--- src/rtl/led_pattern_engine.sv ---
// LED pattern generator: a prescaled step tick drives OFF / BOUNCE / BLINK / FILL
// patterns onto a registered LED bus, with step and pattern-wrap pulses.
module led_pattern_engine #(
    parameter int WIDTH      = 16,
    parameter int TICK_DIV   = 20000000,
    parameter int BOUNCE_TOP = WIDTH - 4
) (
    input  logic             clk,
    input  logic             rst,
    input  logic [1:0]       mode,
    input  logic [1:0]       speed,
    output logic [WIDTH-1:0] led,
    output logic             step,
    output logic             wrap
);
    localparam int PW = (TICK_DIV > 1) ? $clog2(TICK_DIV) : 1;
    localparam logic [PW-1:0]    PRESC_LAST = PW'(TICK_DIV - 1);
    localparam logic [WIDTH-1:0] ONE        = {{(WIDTH-1){1'b0}}, 1'b1};
    localparam logic [WIDTH-1:0] ALL_ONES   = '1;
    localparam logic [WIDTH-1:0] TOP_BIT    = ONE << BOUNCE_TOP;

    localparam logic [1:0] MODE_OFF    = 2'd0;
    localparam logic [1:0] MODE_BOUNCE = 2'd1;
    localparam logic [1:0] MODE_BLINK  = 2'd2;
    localparam logic [1:0] MODE_FILL   = 2'd3;

    typedef enum logic {DIR_UP, DIR_DOWN} dir_t;

    logic [PW-1:0]    presc;
    logic [2:0]       scaler;
    logic [1:0]       mode_q;
    logic [1:0]       speed_q;
    dir_t             dir;

    logic             change;
    logic             presc_wrap;
    logic [2:0]       scaler_next;
    logic [2:0]       speed_mask;
    logic             tick;
    logic [WIDTH-1:0] shift_up;
    logic [WIDTH-1:0] shift_dn;
    logic [WIDTH-1:0] fill_next;

    // The tick tests the scaler value the wrap is about to store, so a speed-s
    // period spans exactly 2^s prescaler wraps counted from a clear.
    always_comb begin
        change      = (mode != mode_q) || (speed != speed_q);
        presc_wrap  = (presc == PRESC_LAST);
        scaler_next = scaler + 3'd1;
        speed_mask  = 3'b000;
        case (speed_q)
            2'd0:    speed_mask = 3'b000;
            2'd1:    speed_mask = 3'b001;
            2'd2:    speed_mask = 3'b011;
            default: speed_mask = 3'b111;
        endcase
        tick      = presc_wrap && ((scaler_next & speed_mask) == 3'b000);
        shift_up  = {led[WIDTH-2:0], 1'b0};
        shift_dn  = {1'b0, led[WIDTH-1:1]};
        fill_next = {led[WIDTH-2:0], 1'b1};
    end

    always_ff @(posedge clk) begin
        if (rst) begin
            presc   <= '0;
            scaler  <= '0;
            mode_q  <= 2'd0;
            speed_q <= 2'd0;
            dir     <= DIR_UP;
            led     <= '0;
            step    <= 1'b0;
            wrap    <= 1'b0;
        end else begin
            mode_q  <= mode;
            speed_q <= speed;
            step    <= 1'b0;
            wrap    <= 1'b0;
            if (change) begin
                presc  <= '0;
                scaler <= '0;
                led    <= '0;
                dir    <= DIR_UP;
            end else begin
                if (presc_wrap) begin
                    presc  <= '0;
                    scaler <= scaler_next;
                end else begin
                    presc <= presc + PW'(1);
                end
                if (tick) begin
                    step <= 1'b1;
                    case (mode_q)
                        MODE_OFF: led <= '0;
                        MODE_BOUNCE: begin
                            if (led == '0) begin
                                led <= ONE;
                                dir <= DIR_UP;
                            end else if (dir == DIR_UP) begin
                                led <= shift_up;
                                if (shift_up == TOP_BIT) dir <= DIR_DOWN;
                            end else begin
                                led <= shift_dn;
                                if (shift_dn == ONE) begin
                                    dir  <= DIR_UP;
                                    wrap <= 1'b1;
                                end
                            end
                        end
                        MODE_BLINK: begin
                            if (led == '0) begin
                                led <= ALL_ONES;
                            end else begin
                                led  <= '0;
                                wrap <= 1'b1;
                            end
                        end
                        MODE_FILL: begin
                            if (led == ALL_ONES) begin
                                led  <= '0;
                                wrap <= 1'b1;
                            end else begin
                                led <= fill_next;
                            end
                        end
                        default: led <= '0;
                    endcase
                end
            end
        end
    end
endmodule

--- config.mk ---
export PLATFORM = sky130hd
export DESIGN_NAME = led_pattern_engine
export DESIGN_NICKNAME = d
export VERILOG_FILES = /design/src/rtl/led_pattern_engine.sv
export SDC_FILE = /design/constraint.sdc
export NUM_CORES = 1
export LEC_CHECK = 0
export BUFFER_PORTS_ARGS = -buffer_cell sky130_fd_sc_hd__buf_4
export CORE_ASPECT_RATIO = 2
export CORE_UTILIZATION = 58
export DETAILED_ROUTE_END_ITERATION = 8
export GPL_ROUTABILITY_DRIVEN = 1
export PLACE_DENSITY = 0.78
export SLEW_MARGIN = 20
export SYNTH_ARGS = -nofsm -noshare
export SYNTH_HDL_FRONTEND = slang
export SYNTH_SLANG_ARGS = --single-unit
--- constraint.sdc ---
create_clock -name clk -period 2.5 [get_ports clk]
set_clock_uncertainty 0.15 [all_clocks]
set_input_delay 0.125 -clock clk [delete_from_list [all_inputs] [get_ports clk]]
set_output_delay 0.125 -clock clk [all_outputs]
set_load 0.01 [all_outputs]
# [Word level (Yosys, flattened, before mapping)]
# Index checks and enable logic that the tools add are counted.
[word_totals] mem_bits_ro=0 n_memories=0 latchBits=0 ram_bits=0 reg_bits=51 input_bits=6
[op_classes] div_mod_pow=0 mux=17 bitwise_logic=2 n_reduce_logical=10 n_shift=0 n_mul=0 n_addsub=2 n_lt_le_gt_ge=0 n_eq_ne=11
[op_table] cell="$mux 16" n=4
[op_table] cell="$pmux 16 s4" n=1
[op_table] cell="$add 25x1->25 const B" n=1
[op_table] cell="$eq 25x25->1 const B" n=1
[op_table] cell="$eq 16x16->1 const B" n=1
[op_table] cell="$logic_not 16->1" n=1
[op_table] cell="$eq 15x1->1 const B" n=1
[op_table] cell="$eq 15x12->1 const B" n=1
[op_table] cell="$mux 1" n=10
[op_table] cell="$pmux 3 s3" n=1
[op_table] cell="$eq 2x2->1 const B" n=3
[op_table] cell="$reduce_or 3->1" n=2
[op_table] cell="$eq 2x1->1 const B" n=2
[op_table] cell="$logic_not 2->1" n=2
[op_table] cell="$ne 2x2->1" n=2
[op_table] cell="$add 3x1->3 const B" n=1
[op_table] cell="$and 3x3->3" n=1
[op_table] cell="$logic_not 3->1" n=1
[op_table] cell="$pmux 1 s3" n=1
[op_table] cell="$reduce_and 2->1" n=1
[op_table] cell="$reduce_or 2->1" n=1
[op_table] cell="$logic_and 1x1->1" n=1
[op_table] cell="$logic_or 1x1->1" n=1
[op_table] cell="$not 1->1" n=1

# [Logic depth before layout (Yosys ltp)]
[logic_depth] ltp_word=7 ltp_mapped=8 ltp_nobuf=6

# [Least setup slack after synthesis]
# No wires, ideal clock.
[synth_timing] path_type="reg2reg" startpoint="register presc[18]" endpoint="register led[7]" required_time_ns=2.233 setup_slack_ns=0.229 setup_time_ns=0.117 synth_period_minus_slack_ns=2.271 stages_incl_launch_ff=8 t_arrival_ns=2.004 path_cell_list="dfxtp_1 -> or4b_4 -> nor4_4 -> nand3_4 -> o21ba_1 -> buf_6 -> buf_8 -> a22o_1"
[synth_via] elab_chain_len=2
[synth_lines] element="from (decl)" line_no="29" source="logic [PW-1:0] presc;"
[synth_lines] element="from (signal assigned)" line_no="88" source="presc <= presc + PW'(1);"
[synth_lines] element="$eq 25x25->1" line_no="48" source="presc_wrap = (presc == PRESC_LAST);"
[synth_lines] element="$logic_and 1x1->1" line_no="57" source="tick = presc_wrap && ((scaler_next & speed_mask) == 3'b000);"
[synth_lines] element="to (signal assigned)" line_no="99" source="led <= shift_up;"
[synth_lines] element="to (signal assigned)" line_no="102" source="led <= shift_dn;"
[synth_lines] element="to (signal assigned)" line_no="122" source="led <= fill_next;"
[synth_lines] element="to (decl)" line_no="12" source="output logic [WIDTH-1:0] led,"
# No other way between the ends.
# A chain may end at the register's enable or synchronous reset.

# [Worst setup path in the final report]
[layout_timing] startpoint="register presc[18]" endpoint="register led[11]"
# The elaborated chain is that of the path after synthesis.

==> reports/metrics.csv <==
metric;value;unit
DRC violations left;0;
wire length per cell;15.9;um
initial antenna violation count;0;
Startpoint Class;flip-flop;
clock sink count;51;
fin crit share;0.939;
maximum vdd drop;0.000474;V
Yosys Warn Count;0;
worst hold slack;0.172;ns
nets;331;
Hold WC Path Type;in -> reg;
sequential share of the synthesized area;0.403;
power per cell area;472;nW/um^2
# placed instances;363;
final core occ;0.707;
post-CTS setup buffer count;0;
top post-synthesis cells by area;dfxtp_1 (40%), xnor2_1 (6.9%), nor2_1 (5.3%), nand3_1 (4.7%), nand2_1 (3.7%);
DR vias/cell;5.91;
cell mode on critical path;buf_4;
#FFs+latches synth;51;
status;complete, no violations;
first-pass GRT wire length;9.63;mm
Worst slew margin;0.666;
die area;4650;sq um
Post-synth top cells;dfxtp_1 (51), nor2_1 (36), nand2_1 (25), nand3_1 (24), xnor2_1 (20);
number of global-route vias before repair;2071;
CTS tree;yes;
CTS max path bufs;2;
Hold Fails Final Rpt;0;
RSZ-0062 raised after global routing;no;
Slew Limit Fails;0;
Post-Synthesis Cells;294;
DPL Wire Length;4.16;mm
Iteration-0 DRC Markers;64;
cell row count;33;
top cell type's share of synthesized area;0.403;
number of diodes;0;
GP Congestion;0.868;
Worst Tran Pin Value;0.501;ns
minimum clock period;2.35;ns
crit path max fanout;16;
clock root buffer;clkbuf_8;
Synth area leader;dfxtp_1;
starting density of the core;0.614;
top-count cell post-synth;dfxtp_1;
Worst-path clk slew;0.09;ns
worst-path cell chain;or4b_4 > nor4_4 > nand3_4 > buf_4 > nor3_4 > buf_4 > a22o_2;
Remaining Overflow, GRT;0;
DR vias;2222;
non-filler instance count after layout;376;
Synthesized Nets;302;
# IOs;24;
layout cell share with drive strength beyond 1;0.167;
Die Ht;95.5;um
Post-synth EDFFs;0;
Worst R2R Setup Slack;0.15;ns
worst skew pair latency;0.29;ns
Leak;1.06;nW
Clock H-tree levels;2;
endpoint type of the worst setup path;flip-flop;
post-route ant nets;0;
chip width;48.7;um
Routed WL;5.99;mm
Final setup viols;0;
largest net degree at the start of global routing;25;
cts bufs inserted;5;
WS Path Type;reg -> reg;
synthesized area per cell;8.62;sq um
slowest stage delay, CP;0.55;ns
worst endpoint required time;2.60;ns
setup TNS;0;ns
Most used DFF post-synth;dfxtp_1;
Synth cell types;45;
max cap viols;0;
slowest library cell on the worst path;or4b_4;
Total GRT Usage;0.270;
maximum clock rate;0.426;GHz
Pre-antenna DRT Iters;4;
P&R area growth vs syn;15.2;%
Arr. time, crit path;2.44;ns
Core Area;4130;sq um
FFs w/ async S/R, synth;0;
mapped cell area;2530;sq um
Port Buffers;23;
==> where the power goes <==
group,switching (mW),internal (mW),total [mW],leakage [nW]
clock,0.263,0.227,0.491,0.0484
combinational,0.0354,0.0298,0.0652,0.599
sequential,0.00570,0.816,0.821,0.412
==> critical path: cells and delay by family, from the launching register on <==
| family | cells | cell delay, ns |
|---|---|---|
| compound gates | 1 | 0.16 |
| simple gates | 4 | 1.18 |
| flops | 1 | 0.35 |
| buf+inv | 2 | 0.44 |
==> final cells by class <==
class | count | area (sq um)
well taps | 52 | 65.1
clock buffers | 7 | 86.3
clock inverters | 1 | 8.76
multi-input cells | 218 | 1390
flip-flops and latches | 51 | 1020
fillers | 345 | 1210
repair buffers | 39 | 318
inverters | 8 | 30.0
==> layout by cell type (no fill, tap or decap), types with 2 or more instances in the layout <==
cell type and instances:
a211oi_1 2, a21oi_1 2, a22o_1 10, a22o_2 6
a22oi_1 4, and2_1 2, and3_1 3, and4_1 4
buf_4 33, clkbuf_8 6, dfxtp_1 51, dlygate4sd3_1 5
ha_1 2, inv_1 8, nand2_1 25, nand3_1 24
nand4_1 12, nor2_1 36, nor2b_1 7, nor3_1 8
nor4_1 9, o21ai_0 11, or4_1 2, xnor2_1 20
xor2_1 10
==> kinds of logic (layout without fill, tap and decap cells) <==
group	after synthesis	after routing	synth area share
simple gates	141	141	0.299
flops	51	51	0.403
compound gates	44	44	0.132
xor+xnor	30	30	0.104
buf+inv	25	55	0.0489
fa+ha+maj	2	2	0.00987
mux	1	1	0.00395
==> worst paths after layout <==
path	from	end	depth (start not counted)
worst max register to register	presc[18]	led[11]	7
worst max-delay path	presc[18]	led[11]	7
worst min register to register	presc[0]	presc[0]	1
worst min-delay path	mode[0]	presc[6]	5
==> sequential cells by signal (all words and copies together) (netlist names) <==
name / cells
mode_q: 2
wrap: 1
step: 1
speed_q: 2
dir: 1
presc: 25
scaler: 3
led: 16
==> metrics by stage <==
step	cell area, sq um	worst slack (ns)	power [mW]
after floorplan	2530	0.229	0.879
after global placement	2770	0.191	0.897
after detailed placement	2770	0.154	0.898
after CTS	2920	0.0916	1.39
after global routing	2920	0.0298	1.43
final	2920	0.153	1.38
==> routing by layer <==
metal / global-route usage / part of all wire / up-vias
met1: 0.269 / 0.38 / 1052
met3: 0.0319 / 0.022 / 17
met4: 0.118 / 0.031 / 0
met5: 0 / 0 / -
met2: 0.543 / 0.57 / 52
li1: - / - / 1101
==> repair_timing <==
action	in CTS	in global routing
endpoints found under the hold margin	4	0
hold buffers	5	0
endpoints found under the setup margin	0	5
resized for setup	0	1
Power figures use the tool's default switching activity.
